**src/rtl/toggle_cover_collector.sv**
```systemverilog
// rtl/toggle_cover_collector.sv - sticky toggle-coverage bitmap with hit counter and valid/ready snapshot readout
//
// Ports:
//   clock, reset     sole clock; asynchronous active-high reset
//   valid[WIDTH]     per-cycle hit vector, bit i = cover point COVER_INDEX+i
//   clear            synchronous pulse zeroing bitmap, counter and new_hit
//   dump_start       pulse: snapshot bitmap (plus this cycle's hits) and stream it out
//   busy             readout in progress
//   out_valid/out_ready/out_index/out_data/out_last
//                    readout beats; out_index is the global index of out_data[0]
//   hit_count        number of distinct cover points hit
//   new_hit          registered pulse: a first-time hit occurred last cycle
//   all_covered      every cover point has been hit
module toggle_cover_collector #(
  parameter int WIDTH       = 29,
  parameter int COVER_INDEX = 0,
  parameter int RD_W        = 8
) (
  input  logic                       clock,
  input  logic                       reset,
  input  logic [WIDTH-1:0]           valid,
  input  logic                       clear,
  input  logic                       dump_start,
  output logic                       busy,
  output logic                       out_valid,
  input  logic                       out_ready,
  output logic [63:0]                out_index,
  output logic [RD_W-1:0]            out_data,
  output logic                       out_last,
  output logic [$clog2(WIDTH+1)-1:0] hit_count,
  output logic                       new_hit,
  output logic                       all_covered
);

  localparam int HCW = $clog2(WIDTH + 1);
  localparam int NW  = (WIDTH + RD_W - 1) / RD_W;
  localparam int SW  = NW * RD_W;
  localparam int KW  = (NW > 1) ? $clog2(NW) : 1;

  typedef enum logic {IDLE, SEND} state_t;

  state_t          state;
  logic [WIDTH-1:0] hits;
  logic [SW-1:0]    snap;
  logic [KW-1:0]    k;

  logic [WIDTH-1:0] fresh;
  logic [HCW-1:0]   fresh_cnt;
  logic [SW-1:0]    snap_next;
  logic [KW-1:0]    k_next;
  logic [63:0]      next_index;
  logic [RD_W-1:0]  next_data;

  always_comb begin
    fresh     = valid & ~hits;
    fresh_cnt = '0;
    for (int i = 0; i < WIDTH; i++) begin
      fresh_cnt = fresh_cnt + HCW'(fresh[i]);
    end
    // Snapshot is padded to whole words so bits past WIDTH read back as 0.
    snap_next              = '0;
    snap_next[WIDTH-1:0]   = hits | valid;
    k_next                 = k + 1'b1;
    next_index             = 64'(COVER_INDEX) + 64'(k_next) * 64'(RD_W);
    next_data              = snap[32'(k_next) * 32'(RD_W) +: RD_W];
  end

  assign all_covered = (hit_count == HCW'(WIDTH));

  // Accumulation; clear wins over the same cycle's hits.
  always_ff @(posedge clock or posedge reset) begin
    if (reset) begin
      hits      <= '0;
      hit_count <= '0;
      new_hit   <= 1'b0;
    end else if (clear) begin
      hits      <= '0;
      hit_count <= '0;
      new_hit   <= 1'b0;
    end else begin
      hits      <= hits | valid;
      hit_count <= hit_count + fresh_cnt;
      new_hit   <= |fresh;
    end
  end

  // Readout FSM; all beat fields are registered so out_ready never reaches out_valid.
  always_ff @(posedge clock or posedge reset) begin
    if (reset) begin
      state     <= IDLE;
      snap      <= '0;
      k         <= '0;
      busy      <= 1'b0;
      out_valid <= 1'b0;
      out_last  <= 1'b0;
      out_data  <= '0;
      out_index <= '0;
    end else begin
      case (state)
        IDLE: begin
          if (dump_start) begin
            state     <= SEND;
            snap      <= snap_next;
            k         <= '0;
            busy      <= 1'b1;
            out_valid <= 1'b1;
            out_index <= 64'(COVER_INDEX);
            out_data  <= snap_next[RD_W-1:0];
            out_last  <= (NW == 1) ? 1'b1 : 1'b0;
          end
        end
        SEND: begin
          if (out_ready) begin
            if (out_last) begin
              state     <= IDLE;
              busy      <= 1'b0;
              out_valid <= 1'b0;
              out_last  <= 1'b0;
              out_data  <= '0;
              out_index <= '0;
            end else begin
              k         <= k_next;
              out_index <= next_index;
              out_data  <= next_data;
              out_last  <= (k_next == KW'(NW - 1)) ? 1'b1 : 1'b0;
            end
          end
        end
        default: state <= IDLE;
      endcase
    end
  end

endmodule

```
**config.mk**
```make
export PLATFORM = sky130hd
export DESIGN_NAME = toggle_cover_collector
export DESIGN_NICKNAME = d
export VERILOG_FILES = /design/src/rtl/toggle_cover_collector.sv
export SDC_FILE = /design/constraint.sdc
export NUM_CORES = 1
export LEC_CHECK = 0
export ABC_CLOCK_PERIOD_IN_PS = 9300
export BUFFER_PORTS_ARGS = -buffer_cell sky130_fd_sc_hd__buf_2
export CAP_MARGIN = 20
export CELL_PAD_IN_SITES_DETAIL_PLACEMENT = 1
export CELL_PAD_IN_SITES_GLOBAL_PLACEMENT = 1
export CORE_ASPECT_RATIO = 1.2
export CORE_MARGIN = 2
export CORE_UTILIZATION = 44
export CTS_CLUSTER_DIAMETER = 60
export DETAILED_ROUTE_END_ITERATION = 16
export PLACE_DENSITY_LB_ADDON = 0.1
export SLEW_MARGIN = 20
export SYNTH_ARGS = -nofsm -noshare
export SYNTH_HDL_FRONTEND = slang
export SYNTH_SLANG_ARGS = --single-unit
export TNS_END_PERCENT = 50
```
**constraint.sdc**
```tcl
create_clock -name clock -period 9.3 [get_ports clock]
set_input_delay 0.465 -clock clock [delete_from_list [all_inputs] [get_ports clock]]
set_output_delay 0.465 -clock clock [all_outputs]
set_load 0.02 [all_outputs]
```
; ---- Word-level counts from Yosys, hierarchy flattened
; Index checks and enable logic that the tools add are counted.
[classes]
n_addsub = 30
n_shift = 1
reduce_logical = 5
eq_ne = 6
muxes = 28
bitwise_logic = 4
order_cmp = 0
n_div = 0
n_mul = 0
[op_table]
columns = op, n
row1 = $mux 64, 2
row2 = $pmux 64 s2, 1
row3 = $add 5x1->5, 24
row4 = $shiftx 32x6->8, 1
row5 = $and 29x29->29, 1
row6 = $mux 29, 1
row7 = $not 29->29, 1
row8 = $or 29x29->29, 1
row9 = $reduce_or 29->1, 1
row10 = $mux 8, 3
row11 = $pmux 8 s2, 1
row12 = $mux 1, 11
row13 = $mux 5, 2
row14 = $ne 2x2->1 const B, 4
row15 = $mux 2, 3
row16 = $pmux 1 s2, 3
row17 = $reduce_and 3->1, 2
row18 = $add 4x1->5, 1
row19 = $add 5x5->5, 1
row20 = $eq 5x5->1 const B, 1
row21 = $add 3x1->4, 1
row22 = $pmux 2 s2, 1
row23 = $reduce_and 2->1, 2
row24 = $add 2x1->3, 1
row25 = other kinds (4), 4
[totals]
latchBits = 0
output_inout_bits = 82
memories = 0
register_bits = 141
elab_cells = 84
romBits = 0
mem_bits_rw = 0
inputBits = 34

; ---- Depth between registers and ports, before layout
[logic_depth]
ltp_word = 32
depth_mapped = 17
depth_no_buf = 17

; ---- Worst setup path after synthesis
; Ideal clock, no wire load.
[synth_path]
path_kind = input port to flip-flop
from = input port valid[10]
to = register hit_count[4]
t_arrival_ns = 4.813
n_path_buf = 0
setup_slack_ns = 4.359
setup_ns = 0.128
t_required_ns = 9.172
path_stages = 16
cell_sequence = nand2b_1 fa_1 inv_1 fa_1 inv_1 fa_1 fa_1 fa_1 fa_1 inv_1 ha_1 fa_1 a21o_1 a21oi_1 xnor2_1 nor2_1
[synth_between]
elab_chain_cells = 22
[synth_lines]
columns = element, line_no
row1 = "start, declared", 21  ; input logic [WIDTH-1:0] valid,
row2 = $and 29x29->29, 55  ; fresh = valid & ~hits;
row3 = $add 5x1->5 (19 in series), 58  ; fresh_cnt = fresh_cnt + HCW'(fresh[i]);
row4 = $add 5x5->5, 82  ; hit_count <= hit_count + fresh_cnt;
row5 = $mux 5, 76  ; end else if (clear) begin
row6 = "end signal, assigned", 82
row7 = "end, declared", 30  ; output logic [$clog2(WIDTH+1)-1:0] hit_count,
; No other way between the ends.
; A chain may end at the register's enable or synchronous reset.

; ---- Worst setup path in the final report
[layout_path]
from = register hits[16]
to = register hit_count[4]
[layout_between]
elab_chain_cells = 17
[layout_lines]
columns = element, line_no
row1 = "start, declared", 43  ; logic [WIDTH-1:0] hits;
row2 = "start signal, assigned", 81  ; hits <= hits | valid;
row3 = $not 29->29, 55
row4 = $and 29x29->29, 55
row5 = $add 5x1->5 (13 in series), 58
row6 = $add 5x5->5, 82
row7 = $mux 5, 76
; No other way between the ends.

==> metrics <==
clk_skew slightly above 0.004 ns; largest net degree at the start of global routing 80; Worst VDD drop 0.000427 V; antenna cells 0; critical path fanouts, max 2; largest cells by area after synthesis dfrtp_1 (43%), buf_4 (11%), fa_1 (9.9%); CTS buffer count 9; Slowest cell on crit path fa_1; CTS tree yes; PortBufs 53; DR WL met2 5320 um; Layout area overhead 8.49%; max-cap viol count 0; Die Wd between 90 and 100 um; initial DRC count 130; Period Utilization, post-route 0.559; EDFF count, synth 0; H-tree lvl count 3; final setup TNS 0 ns; Multi-input gate area between 2000 and 2500 um2; Crit Path Class reg2reg; first-pass GRT wire length between 15000 and 20000 um; Gate Count Post-Synth between 400 and 500; via count 3135; CP delay by family, top adder cells; Yosys reg bits 79; first drt pass iteration count 4; GPL Wtd Cong approximately 0.77; max layer used met4; Fillers 1228; layout cell share with drive strength beyond 1 0.152; Most common cell on crit path fa_1; Detail Route met3 WL around 310 um; register area a little under 2000 um2; CTS clk-pin slew, worst paths about 0.060 ns; ys flop type dfrtp_1; setup bufs post-CTS 0; Starting Density 0.446; GRT Util Overall 0.192; syn_area_per_cell a little under 10 um2; Worst-Margin Slew around 0.95 ns; Clock Sinks slightly below 80; R2R Path Start hits[16]; antenna violations before repair 0; fmax slightly below 0.2 GHz; GR Overflow Total 0; min cycle time layout between 5 and 6 ns; drt total wl approximately 10000 um; Die Area 11400 um2; Synth async-reset ratio 1.00; Vias/cell approximately 4.8; clk_lat worst skew around 0.34 ns; ANT nets after route 0; CP required 9.49 ns; Fin. Hold Viols 0; vias in the first global route ~3.2k; worst slack at placement ~4.0 ns; CP endpoint kind register; status completed; pwr dens about 390 nW/um2; Commonest cells post-synth nor2_1 (80), dfrtp_1 (79), buf_4 (65); detailed placement HPWL roughly 8000 um; FP Rows between 40 and 50; CP Cell Sequence nand2b_1 > fa_1 > fa_1 > inv_1 > fa_1 > inv_1 > fa_1 > fa_1 > fa_1 > inv_1 > ha_1 > fa_1 > a21o_1 > a21oi_1 > xnor2_1 > nor2_1; crit path from hits[16]; nets 590; Die H roughly 120 um; core box area about 10000 um2; Critical Path Max Stage Delay between 0.5 and 0.6 ns; Hold Path Class in2async; Netlist Area Pre-Place around 4600 um2; Leak Pwr between 0.002 and 0.003 uW; cts repair resizes 0; CP bufs+invs 3; Post-route DRC 0; Synth cell types 44; CP Launch Type register; YS warnings 0; Synth area leader dfrtp_1; RSZ-0062 raised after global routing false; wire per inst 15.8 um; Max clock buf depth 2; cell with the most instances after synthesis nor2_1; CTS root buf clkbuf_16; share of the synthesized area in the top cell type 0.426; final setup vio count 0; worst setup margin between 4 and 5 ns; Worst EP arrival between 5 and 6 ns; # IOs 116; sequential area share after synthesis 0.426; Worst slew margin 0.364; Pins Over Slew Limit 0; WL met1 between 4000 and 5000 um; hold_buf cts 0
[cell usage in the layout, fill, tap and decap left out, types with 3 or more instances in the layout]
master	instances
a21oi_1	13
a21oi_2	3
a22oi_1	3
a31oi_1	6
buf_2	53
clkbuf_16	9
clkinv_2	4
conb_1	62
dfrtp_1	79
fa_1	23
ha_1	12
inv_1	30
mux2_1	6
mux2i_1	4
nand2_1	32
nand2b_1	25
nand3_1	4
nor2_1	80
nor2b_1	7
o21ai_1	26
o22a_1	3
o32ai_1	3
xnor2_1	6
[report_power, final]
part / total [uW] / internal, uW / leakage [uW] / switching, uW
Sequential: 548 / 462 / 0.000968 / 85.8
Combinational: 1060 / 466 / 0.00145 / 593
Clock: 358 / 220 / 0.000151 / 139
[stage by stage]
| step | hold slack [ns] | cell area, um2 | cells | power (uW) | util |
|---|---|---|---|---|---|
| detailed placement | 0.476 | 4730 | 639 | 1630 | 0.455 |
| global route | 0.393 | 5030 | 654 | 2180 | 0.483 |
| floorplan | 0.448 | 4870 | 535 | 1400 | - |
| CTS | 0.376 | 5030 | 654 | 2000 | 0.483 |
| finish | 0.296 | 5030 | 654 | 1970 | 0.483 |
| global placement | 0.466 | 4730 | 639 | 1600 | 0.455 |
[layout make-up]
cell class | instances | share of cell area
clock buffers | 11 | 0.0502
clock inverters | 4 | 0.00895
inverters | 34 | 0.0256
multi-input cells | 343 | 0.436
flip-flops and latches | 79 | 0.393
well taps | 129 | 0.0321
repair buffers | 54 | 0.0549
[sequential cells by signal, indices dropped and copies added, names as in the netlist, 2 cells and up]
register / count
out_data: 8
hit_count: 5
out_index: 2
k: 2
hits: 29
snap: 29
[cell families after synthesis]
group / share of synthesized area
simple gates: 0.159
other cells: 0.000808
mux: 0.0313
buf+inv: 0.151
xor+xnor: 0.0132
fa+ha+maj: 0.132
flops: 0.426
compound gates: 0.0874
[per-layer routing]
metal	vias to the layer above	global-route usage
li1	1499	-
met2	68	0.339
met1	1557	0.241
met5	-	0
met3	11	0.0347
met4	0	0.0667
[final timing paths]
kind | depth (start not counted) | slack (ns) | to
max | 16 | 4.10 | hit_count[4]
min | 3 | 0.30 | out_data[0]
max reg2reg | 16 | 4.10 | hit_count[4]
min reg2reg | 2 | 0.48 | snap[11]
max in group asynchronous | 3 | 8.49 | snap[11]
min in group clock | 3 | 0.38 | hits[9]
[worst min-delay path: cells and delay by family]
| kind | cells | cell delay (ns) |
|---|---|---|
| buf+inv | 3 | 0.66 |
(Power assumes the default switching activity.)
